File: src/rtl/param_stack_if.sv
// Bus bundle for param_stack: request inputs, registered pop result and status flags.
// Handshake: push/pop are sampled on every rising edge with no ready; a rejected request is
// reported by the sticky overflow/underflow flags, and out_valid qualifies data_out for one cycle.
interface param_stack_if #(
   parameter int WIDTH = 4,
   parameter int DEPTH = 8
);
   localparam int CNT_W = $clog2(DEPTH + 1);

   logic             clr;
   logic             push;
   logic             pop;
   logic [WIDTH-1:0] data_in;
   logic [WIDTH-1:0] data_out;
   logic             out_valid;
   logic [WIDTH-1:0] top;
   logic [CNT_W-1:0] count;
   logic             full;
   logic             empty;
   logic             overflow;
   logic             underflow;

   modport master (
      output clr, push, pop, data_in,
      input  data_out, out_valid, top, count, full, empty, overflow, underflow
   );

   modport slave (
      input  clr, push, pop, data_in,
      output data_out, out_valid, top, count, full, empty, overflow, underflow
   );
endinterface

File: src/rtl/param_stack.sv
// LIFO stack with registered pop output, combinational top-of-stack peek and sticky error flags.
// Priority per edge: clr, then simultaneous push+pop (replace top), then pop, then push.
module param_stack #(
   parameter int WIDTH = 4,
   parameter int DEPTH = 8
) (
   input  logic          clk,
   input  logic          rstN,
   param_stack_if.slave  bus
);
   localparam int CNT_W = $clog2(DEPTH + 1);
   localparam int IDX_W = $clog2(DEPTH);

   logic [WIDTH-1:0] r_mem [DEPTH];
   logic [CNT_W-1:0] r_count;
   logic [WIDTH-1:0] r_data_out;
   logic             r_out_valid;
   logic             r_overflow;
   logic             r_underflow;

   logic             w_empty;
   logic             w_full;
   logic [IDX_W-1:0] w_top_idx;
   logic [IDX_W-1:0] w_wr_idx;
   logic [IDX_W-1:0] w_widx;
   logic             w_we;

   assign w_empty   = (r_count == '0);
   assign w_full    = (r_count == CNT_W'(DEPTH));
   assign w_top_idx = IDX_W'(r_count - CNT_W'(1));
   assign w_wr_idx  = IDX_W'(r_count);

   // A push lands unless full with no pop; a push+pop on a non-empty stack overwrites the top slot.
   assign w_we   = rstN && !bus.clr && bus.push && (bus.pop || !w_full);
   assign w_widx = (bus.pop && !w_empty) ? w_top_idx : w_wr_idx;

   always_ff @(posedge clk) begin
      if (w_we) begin
         r_mem[w_widx] <= bus.data_in;
      end
   end

   always_ff @(posedge clk or negedge rstN) begin
      if (!rstN) begin
         r_count     <= '0;
         r_data_out  <= '0;
         r_out_valid <= 1'b0;
         r_overflow  <= 1'b0;
         r_underflow <= 1'b0;
      end else if (bus.clr) begin
         r_count     <= '0;
         r_data_out  <= '0;
         r_out_valid <= 1'b0;
         r_overflow  <= 1'b0;
         r_underflow <= 1'b0;
      end else if (bus.push && bus.pop) begin
         if (!w_empty) begin
            r_data_out  <= r_mem[w_top_idx];
            r_out_valid <= 1'b1;
         end else begin
            r_count     <= CNT_W'(1);
            r_underflow <= 1'b1;
            r_out_valid <= 1'b0;
         end
      end else if (bus.pop) begin
         if (!w_empty) begin
            r_data_out  <= r_mem[w_top_idx];
            r_count     <= r_count - CNT_W'(1);
            r_out_valid <= 1'b1;
         end else begin
            r_underflow <= 1'b1;
            r_out_valid <= 1'b0;
         end
      end else if (bus.push) begin
         r_out_valid <= 1'b0;
         if (!w_full) begin
            r_count <= r_count + CNT_W'(1);
         end else begin
            r_overflow <= 1'b1;
         end
      end else begin
         r_out_valid <= 1'b0;
      end
   end

   assign bus.data_out  = r_data_out;
   assign bus.out_valid = r_out_valid;
   assign bus.top       = w_empty ? '0 : r_mem[w_top_idx];
   assign bus.count     = r_count;
   assign bus.full      = w_full;
   assign bus.empty     = w_empty;
   assign bus.overflow  = r_overflow;
   assign bus.underflow = r_underflow;
endmodule

File: src/flat_wrapper.sv
// flat-port wrapper written by rule: the top's interface ports become plain ports
module param_stack_flat 
#(
   parameter int WIDTH = 4,
   parameter int DEPTH = 8
)
  (clk, rstN, bus_clr, bus_push, bus_pop, bus_data_in, bus_data_out, bus_out_valid, bus_top, bus_count, bus_full, bus_empty, bus_overflow, bus_underflow);
  param_stack_if #(.WIDTH(WIDTH), .DEPTH(DEPTH)) bus_i ();
  input  logic clk;
  input  logic rstN;
  input wire logic [$bits(bus_i.clr)-1:0] bus_clr;
  input wire logic [$bits(bus_i.push)-1:0] bus_push;
  input wire logic [$bits(bus_i.pop)-1:0] bus_pop;
  input wire logic [$bits(bus_i.data_in)-1:0] bus_data_in;
  output wire logic [$bits(bus_i.data_out)-1:0] bus_data_out;
  output wire logic [$bits(bus_i.out_valid)-1:0] bus_out_valid;
  output wire logic [$bits(bus_i.top)-1:0] bus_top;
  output wire logic [$bits(bus_i.count)-1:0] bus_count;
  output wire logic [$bits(bus_i.full)-1:0] bus_full;
  output wire logic [$bits(bus_i.empty)-1:0] bus_empty;
  output wire logic [$bits(bus_i.overflow)-1:0] bus_overflow;
  output wire logic [$bits(bus_i.underflow)-1:0] bus_underflow;
  assign bus_i.clr = bus_clr;
  assign bus_i.push = bus_push;
  assign bus_i.pop = bus_pop;
  assign bus_i.data_in = bus_data_in;
  assign bus_data_out = bus_i.data_out;
  assign bus_out_valid = bus_i.out_valid;
  assign bus_top = bus_i.top;
  assign bus_count = bus_i.count;
  assign bus_full = bus_i.full;
  assign bus_empty = bus_i.empty;
  assign bus_overflow = bus_i.overflow;
  assign bus_underflow = bus_i.underflow;
  param_stack #(.WIDTH(WIDTH), .DEPTH(DEPTH)) u_core (.clk(clk), .rstN(rstN), .bus(bus_i));
endmodule
File: config.mk
export PLATFORM = sky130hd
export DESIGN_NAME = param_stack_flat
export DESIGN_NICKNAME = d
export VERILOG_FILES = /design/src/rtl/param_stack_if.sv /design/src/rtl/param_stack.sv /design/src/flat_wrapper.sv
export SDC_FILE = /design/constraint.sdc
export NUM_CORES = 1
export LEC_CHECK = 0
export ABC_AREA = 1
export BUFFER_PORTS_ARGS = -buffer_cell sky130_fd_sc_hd__buf_2
export CAP_MARGIN = 20
export CELL_PAD_IN_SITES_DETAIL_PLACEMENT = 1
export CELL_PAD_IN_SITES_GLOBAL_PLACEMENT = 1
export CORE_ASPECT_RATIO = 1.2
export CORE_MARGIN = 1
export CORE_UTILIZATION = 47
export DETAILED_ROUTE_END_ITERATION = 16
export GPL_TIMING_DRIVEN = 0
export PLACE_DENSITY_LB_ADDON = 0.1
export SLEW_MARGIN = 20
export SYNTH_ARGS = -nofsm -noshare
export SYNTH_HDL_FRONTEND = slang
export SYNTH_SLANG_ARGS = --single-unit
File: constraint.sdc
create_clock -name clk -period 2.9 [get_ports clk]
set_input_delay 0.145 -clock clk [delete_from_list [all_inputs] [get_ports clk]]
set_output_delay 0.145 -clock clk [all_outputs]
set_load 0.01 [all_outputs]
==> qor.csv, run 1 <==
metric,value,unit
setup_viol,0,
io_pins,26,
r2r_end,u_core.r_mem[7][0],
multi_input_area,842.1,µm²
cts_setup_buffers,0,
die_area,4926,µm²
ant_nets,0,
synth_area_per_cell,9.257,µm²
core-area,4359,µm²
fin_worst_skew,0.004818,ns
clkSinkCount,43,
nFillCells,527,
min_period_over_period,0.8416,
grt_usage,0.2374,
port_buffers,24,
crit_required,2.76,ns
utilization,0.5675,
drt-total-wl,5110,µm
ys_types,28,
grt_pass1_wl,8659,µm
grt_max_degree,15,
ir_worst_vdd,0.3885,mV
dieWidth,64.24,µm
nets,280,
r2r-start,u_core.bus.count[0],
worst_pin_slew,0.3674,ns
die_h,76.69,µm
dp.cells,316,
clkTransAtPathRegs,0.08,ns
firstDrtPassIters,4,
worstPathMaxFanout,11,
max-clock-path-buffers,2,
fin_cells,325,
ys_async_sr_fraction,0.2558,
synth_area_leader_cell,edfxtp_1,
worstPathArrival,2.30,ns
dr.max_layer_used,met4,
final-seq-area,1236,µm²
netlist_instances,236,
grt-ovfl-total,0,
min_period,2.441,ns
h-tree-depth,2,
cp-end-kind,output pin,
wl_per_cell,15.72,µm
drt_iter0_markers,91,
reg2reg_slack,0.56,ns
setup-tns-final,0,ns
slew_violations,0,
critPathLaunchType,register,
synth_ff_type,edfxtp_1,
slew_headroom,0.7542,
power.density,812.3,nW/µm²
worst_hold_path_type,primary input to register,
hpwl,3938,µm
area_growth,13.23,%
insertedDiodeCount,0,
crit_start,u_core.bus.count[0],
cts_buffers,5,
cap_violations,0,
status,"finished, final reports clean",
synth_edf_count,32,
synth-seq-area-share,0.5659,
synth_area,2185,µm²
via_per_inst,5.286,
rsz0062_at_grt,no,
crit_end,bus_top[0],
ys_ff_latch,43,
yosysMostFrequentCell,nand2_1,
hold_violations,0,
gp_congestion,0.7865,
wl_met1,2075,µm
root_buffer,clkbuf_8,
clock.fmax,0.4097,GHz
critPathKind,register to output pin,
r2r_cells,8,
wl_met2,2823,µm
start_util,0.5011,
core.rowCount,26,
drcViolationCount,0,
tritoncts,done,
yosys-top-cells-count,"nand2_1 (88), edfxtp_1 (32), nor2_1 (26)",
num_vias,1718,
p_leak,1.130,nW
postCtsHoldBufs,1,
grt_antenna_before_repair,0,
synth_top_area_frac,0.4399,
synth_area_leaders,"edfxtp_1 (44%), nand2_1 (15%), dfrtp_1 (13%)",
drive_above_1_share,0.2305,
clock_latency,0.30,ns
syn_nets,248,
cts_resized,0,
yosysWarnings,0,
grt_pass1_vias,1795,
dr_wl_met3,130,µm
[sequential cells by signal, indices dropped and copies added (netlist names)]
register	cells
u_core.r_mem	32
u_core.bus.count	4
u_core.bus.data_out	4
u_core.bus.out_valid	1
u_core.bus.overflow	1
u_core.bus.underflow	1
[critical path, cell delays in order (launching register included)]
cell and delay, ns:
dfrtp_1 0.44, inv_2 0.18, buf_4 0.22, ha_1 0.28, inv_1 0.07, nand2_1 0.11, nand2_2 0.11, inv_1 0.13
nand3_1 0.16, nand2_1 0.11, nor2_1 0.04, buf_2 0.15
[kinds of logic after synthesis]
logic type | count (synthesis) | share of synthesized area
xor gates and xnor gates | 1 | 0.004010
DFF | 43 | 0.5659
buffers and inverters | 19 | 0.04868
AOI/OAI and AO/OA | 17 | 0.04467
and+or+nand+nor | 153 | 0.3196
adders and majority gates | 3 | 0.01718
[power breakdown]
part	switching [mW]	internal [mW]
Clock	0.211	0.168
Combinational	0.582	0.292
Sequential	0.0409	0.715
[metal layers]
metal	vias to the layer above	track usage
li1	831	-
met1	849	0.2704
met2	31	0.4479
met3	7	0.03720
met4	0	0.06889
met5	-	0
[cell usage in the layout, fill, tap and decap left out, drive strengths merged, types with 2 or more instances in the layout]
cell / synthesis / routed
nand2: 98 / 98
edfxtp: 32 / 32
nor2: 32 / 32
buf: 6 / 30
nand3: 20 / 20
inv: 13 / 13
o21ai: 12 / 12
dfrtp: 11 / 11
clkbuf: 0 / 5
a21oi: 3 / 3
ha: 3 / 3
nor3: 2 / 2
clkinv: 0 / 2
[area by class of cell]
| class | count | share of cell area |
|---|---|---|
| Clock buffer | 5 | 0.02782 |
| Sequential cell | 43 | 0.4997 |
| Inverter | 13 | 0.02276 |
| Tap cell | 56 | 0.02833 |
| Multi-Input combinational cell | 174 | 0.3404 |
| Buffer | 6 | 0.02023 |
| Clock inverter | 3 | 0.008093 |
| Timing Repair Buffer | 25 | 0.05261 |
[per-stage QoR]
step	setup slack [ns]	instance area (µm²)	hold WS (ns)	power, mW
finish	0.4594	2474	0.1364	2.009
global route	0.3086	2474	0.1344	2.142
CTS	0.4799	2474	0.1361	2.019
detailed placement	0.6190	2375	0.03692	1.638
global placement	0.6676	2375	0.03698	1.607
floorplan	0.8901	2185	-0.1506	1.361
[worst min path at each step]
| stage | start | to | slack, ns | cells after the start |
|---|---|---|---|---|
| 2_1_floorplan | rstN | u_core.bus.count[0] | -0.15 | 0 |
| 3_3_place_gp | rstN | u_core.bus.count[2] | 0.04 | 1 |
| 3_5_place_dp | rstN | u_core.bus.count[2] | 0.04 | 1 |
| 4_1_cts | bus_data_in[2] | u_core.r_mem[1][2] | 0.14 | 1 |
| 5_1_grt | bus_data_in[2] | u_core.r_mem[1][2] | 0.13 | 1 |
| 6_report | bus_data_in[2] | u_core.r_mem[5][2] | 0.14 | 1 |
Note: power is estimated with default switching activity, not from simulation.
==> run 2: changes to the inputs <==
- CORE_UTILIZATION: 47 -> 40
- clock period: 2.9 -> 2.2 ns (I/O delays scaled with it)
==> run 2 against run 1 <==
  * Sequential power increased by 32%
  * Largest power group unchanged
  * Combinational power increased by 31%
  * Critical path depth decreased by 1
  * Die area increased by 17%
  * Largest cell class unchanged
  * Core utilization decreased by 8.9 points
  * First-iteration DRC count decreased by 40%
  * Hold slack got worse by 0.043 ns
  * Sequential share of layout area decreased by 0.79 points
  * Clock power increased by 66%
==> qor.csv, run 2 (synthesis gave the netlist of run 1 again) <==
metric,value,unit
critPathMaxStageDelay,0.46,ns
core-area,5261,µm²
die_area,5762,µm²
critPathSlowestCell,dfrtp_2,
slew_violations,0,
slew_headroom,0.7638,
power.density,1102,nW/µm²
worstPathMaxFanout,20,
clkSinkCount,43,
cp_cell_sequence,"inv_8, ha_2, inv_1, nand2_1, nand2_2, inv_2, nand3_1, nand2_1, nor2_1, buf_2",
critPathKind,register to output pin,
fin_cells,331,
path_common_cell,nand2_1,
die_h,82.96,µm
drive_above_1_share,0.2491,
insertedDiodeCount,0,
layout_commonest_cell,nand2_1,
fin_worst_skew,0.005098,ns
final-seq-area,1239,µm²
drcViolationCount,0,
grt_pass1_wl,8880,µm
wl_per_cell,15.77,µm
clock_latency,0.30,ns
worstPathArrival,1.95,ns
min_period_over_period,0.9357,
critPathLaunchType,register,
drt-total-wl,5219,µm
firstDrtPassIters,4,
largest_reg_flops,32,
num_vias,1660,
multi_input_area,847.1,µm²
clock.fmax,0.4858,GHz
hpwl,3935,µm
grt_antenna_before_repair,0,
gp_congestion,0.7717,
hold_violations,0,
io_pins,26,
setup_viol,0,
ant_nets,0,
nFillCells,639,
grt-ovfl-total,0,
grt_usage,0.2015,
h-tree-depth,2,
regMostFlops,u_core.r_mem,
setup_ws,0.1415,ns
dieWidth,69.46,µm
grt_pass1_vias,1815,
grt_max_degree,21,
worst_hold_path_type,primary input to register,
cap_violations,0,
cts_buffers,5,
whs,0.09337,ns
finalPower,2.776,mW
tritoncts,done,
status,"finished, final reports clean",
rsz0062_at_grt,no,
crit_required,2.09,ns
drt_iter0_markers,55,
post-place-ws,-0.1377,ns
port_buffers,24,
core.rowCount,29,
nets,280,
dp.cells,322,
via_per_inst,5.015,
ir_worst_vdd,0.3664,mV
worst_pin_slew,0.3530,ns
start_util,0.4152,
max-clock-path-buffers,2,
min_period,2.058,ns
area_growth,15.29,%
cp-end-kind,output pin,
layout_common_cells,"nand2_1 (88), edfxtp_1 (32), buf_2 (25), nor2_1 (25), nand3_1 (17)",
clkTransAtPathRegs,0.09,ns
root_buffer,clkbuf_8,
p_leak,1.142,nW
## run 2: final timing paths
check | to | cells past startpoint | start | slack, ns
setup / recovery | bus_top[1] | 10 | u_core.bus.count[0] | 0.14
hold / removal | u_core.bus.overflow | 3 | bus_push | 0.09
setup reg to reg | u_core.r_mem[7][3] | 6 | u_core.bus.count[0] | 0.15
hold reg to reg | u_core.bus.data_out[3] | 2 | u_core.bus.data_out[3] | 0.49
max in group asynchronous | u_core.bus.count[0] | 2 | rstN | 1.74
min in group asynchronous | u_core.bus.underflow | 2 | rstN | 0.22
## run 2: layout make-up
cell class                      count  share of cell area
Buffer                              5             0.01689
Clock buffer                        5             0.02732
Clock inverter                      3             0.01689
Inverter                           13             0.02534
Multi-Input combinational cell    174              0.3363
Sequential cell                    43              0.4918
Tap cell                           62             0.03080
Timing Repair Buffer               26             0.05464
## run 2: where the power goes
group | switching [mW] | internal (mW) | leakage, nW
Combinational | 0.755 | 0.391 | 0.653
Sequential | 0.0561 | 0.945 | 0.432
Clock | 0.291 | 0.339 | 0.0562
Total | 1.10 | 1.67 | 1.14
## run 2: per-layer routing
layer / up-vias / global-route usage / share of wire
met2: 27 / 0.3733 / 0.53
met3: 11 / 0.03034 / 0.022
met1: 786 / 0.2297 / 0.42
met4: 0 / 0.07607 / 0.023
met5: - / 0 / 0
li1: 836 / - / -
## run 2: per-stage QoR
stage                     setup TNS (ns)  instance area (µm²)  utilization
after global routing                   0                 2519       0.4787
after floorplan                        0                 2185            -
after CTS                              0                 2505       0.4761
after global placement            -1.585                 2382       0.4528
after detailed placement          -2.915                 2382       0.4528
final                                  0                 2519       0.4787
## run 2: worst max-delay path, delay by kind of cell, from the launching register on
family	cells	cell delay [ns]
buffers and inverters	4	0.44
flip-flops	1	0.46
AND/OR/NAND/NOR	5	0.50
adder cells (fa/ha/maj)	1	0.24
## run 2: timing repair
item | CTS | global route
gates resized for setup | 4 | 4
hold buffers | 1 | 0
endpoints found under the hold margin | 11 | 0
endpoints found under the setup margin | 37 | 28
setup buffers | 0 | 1
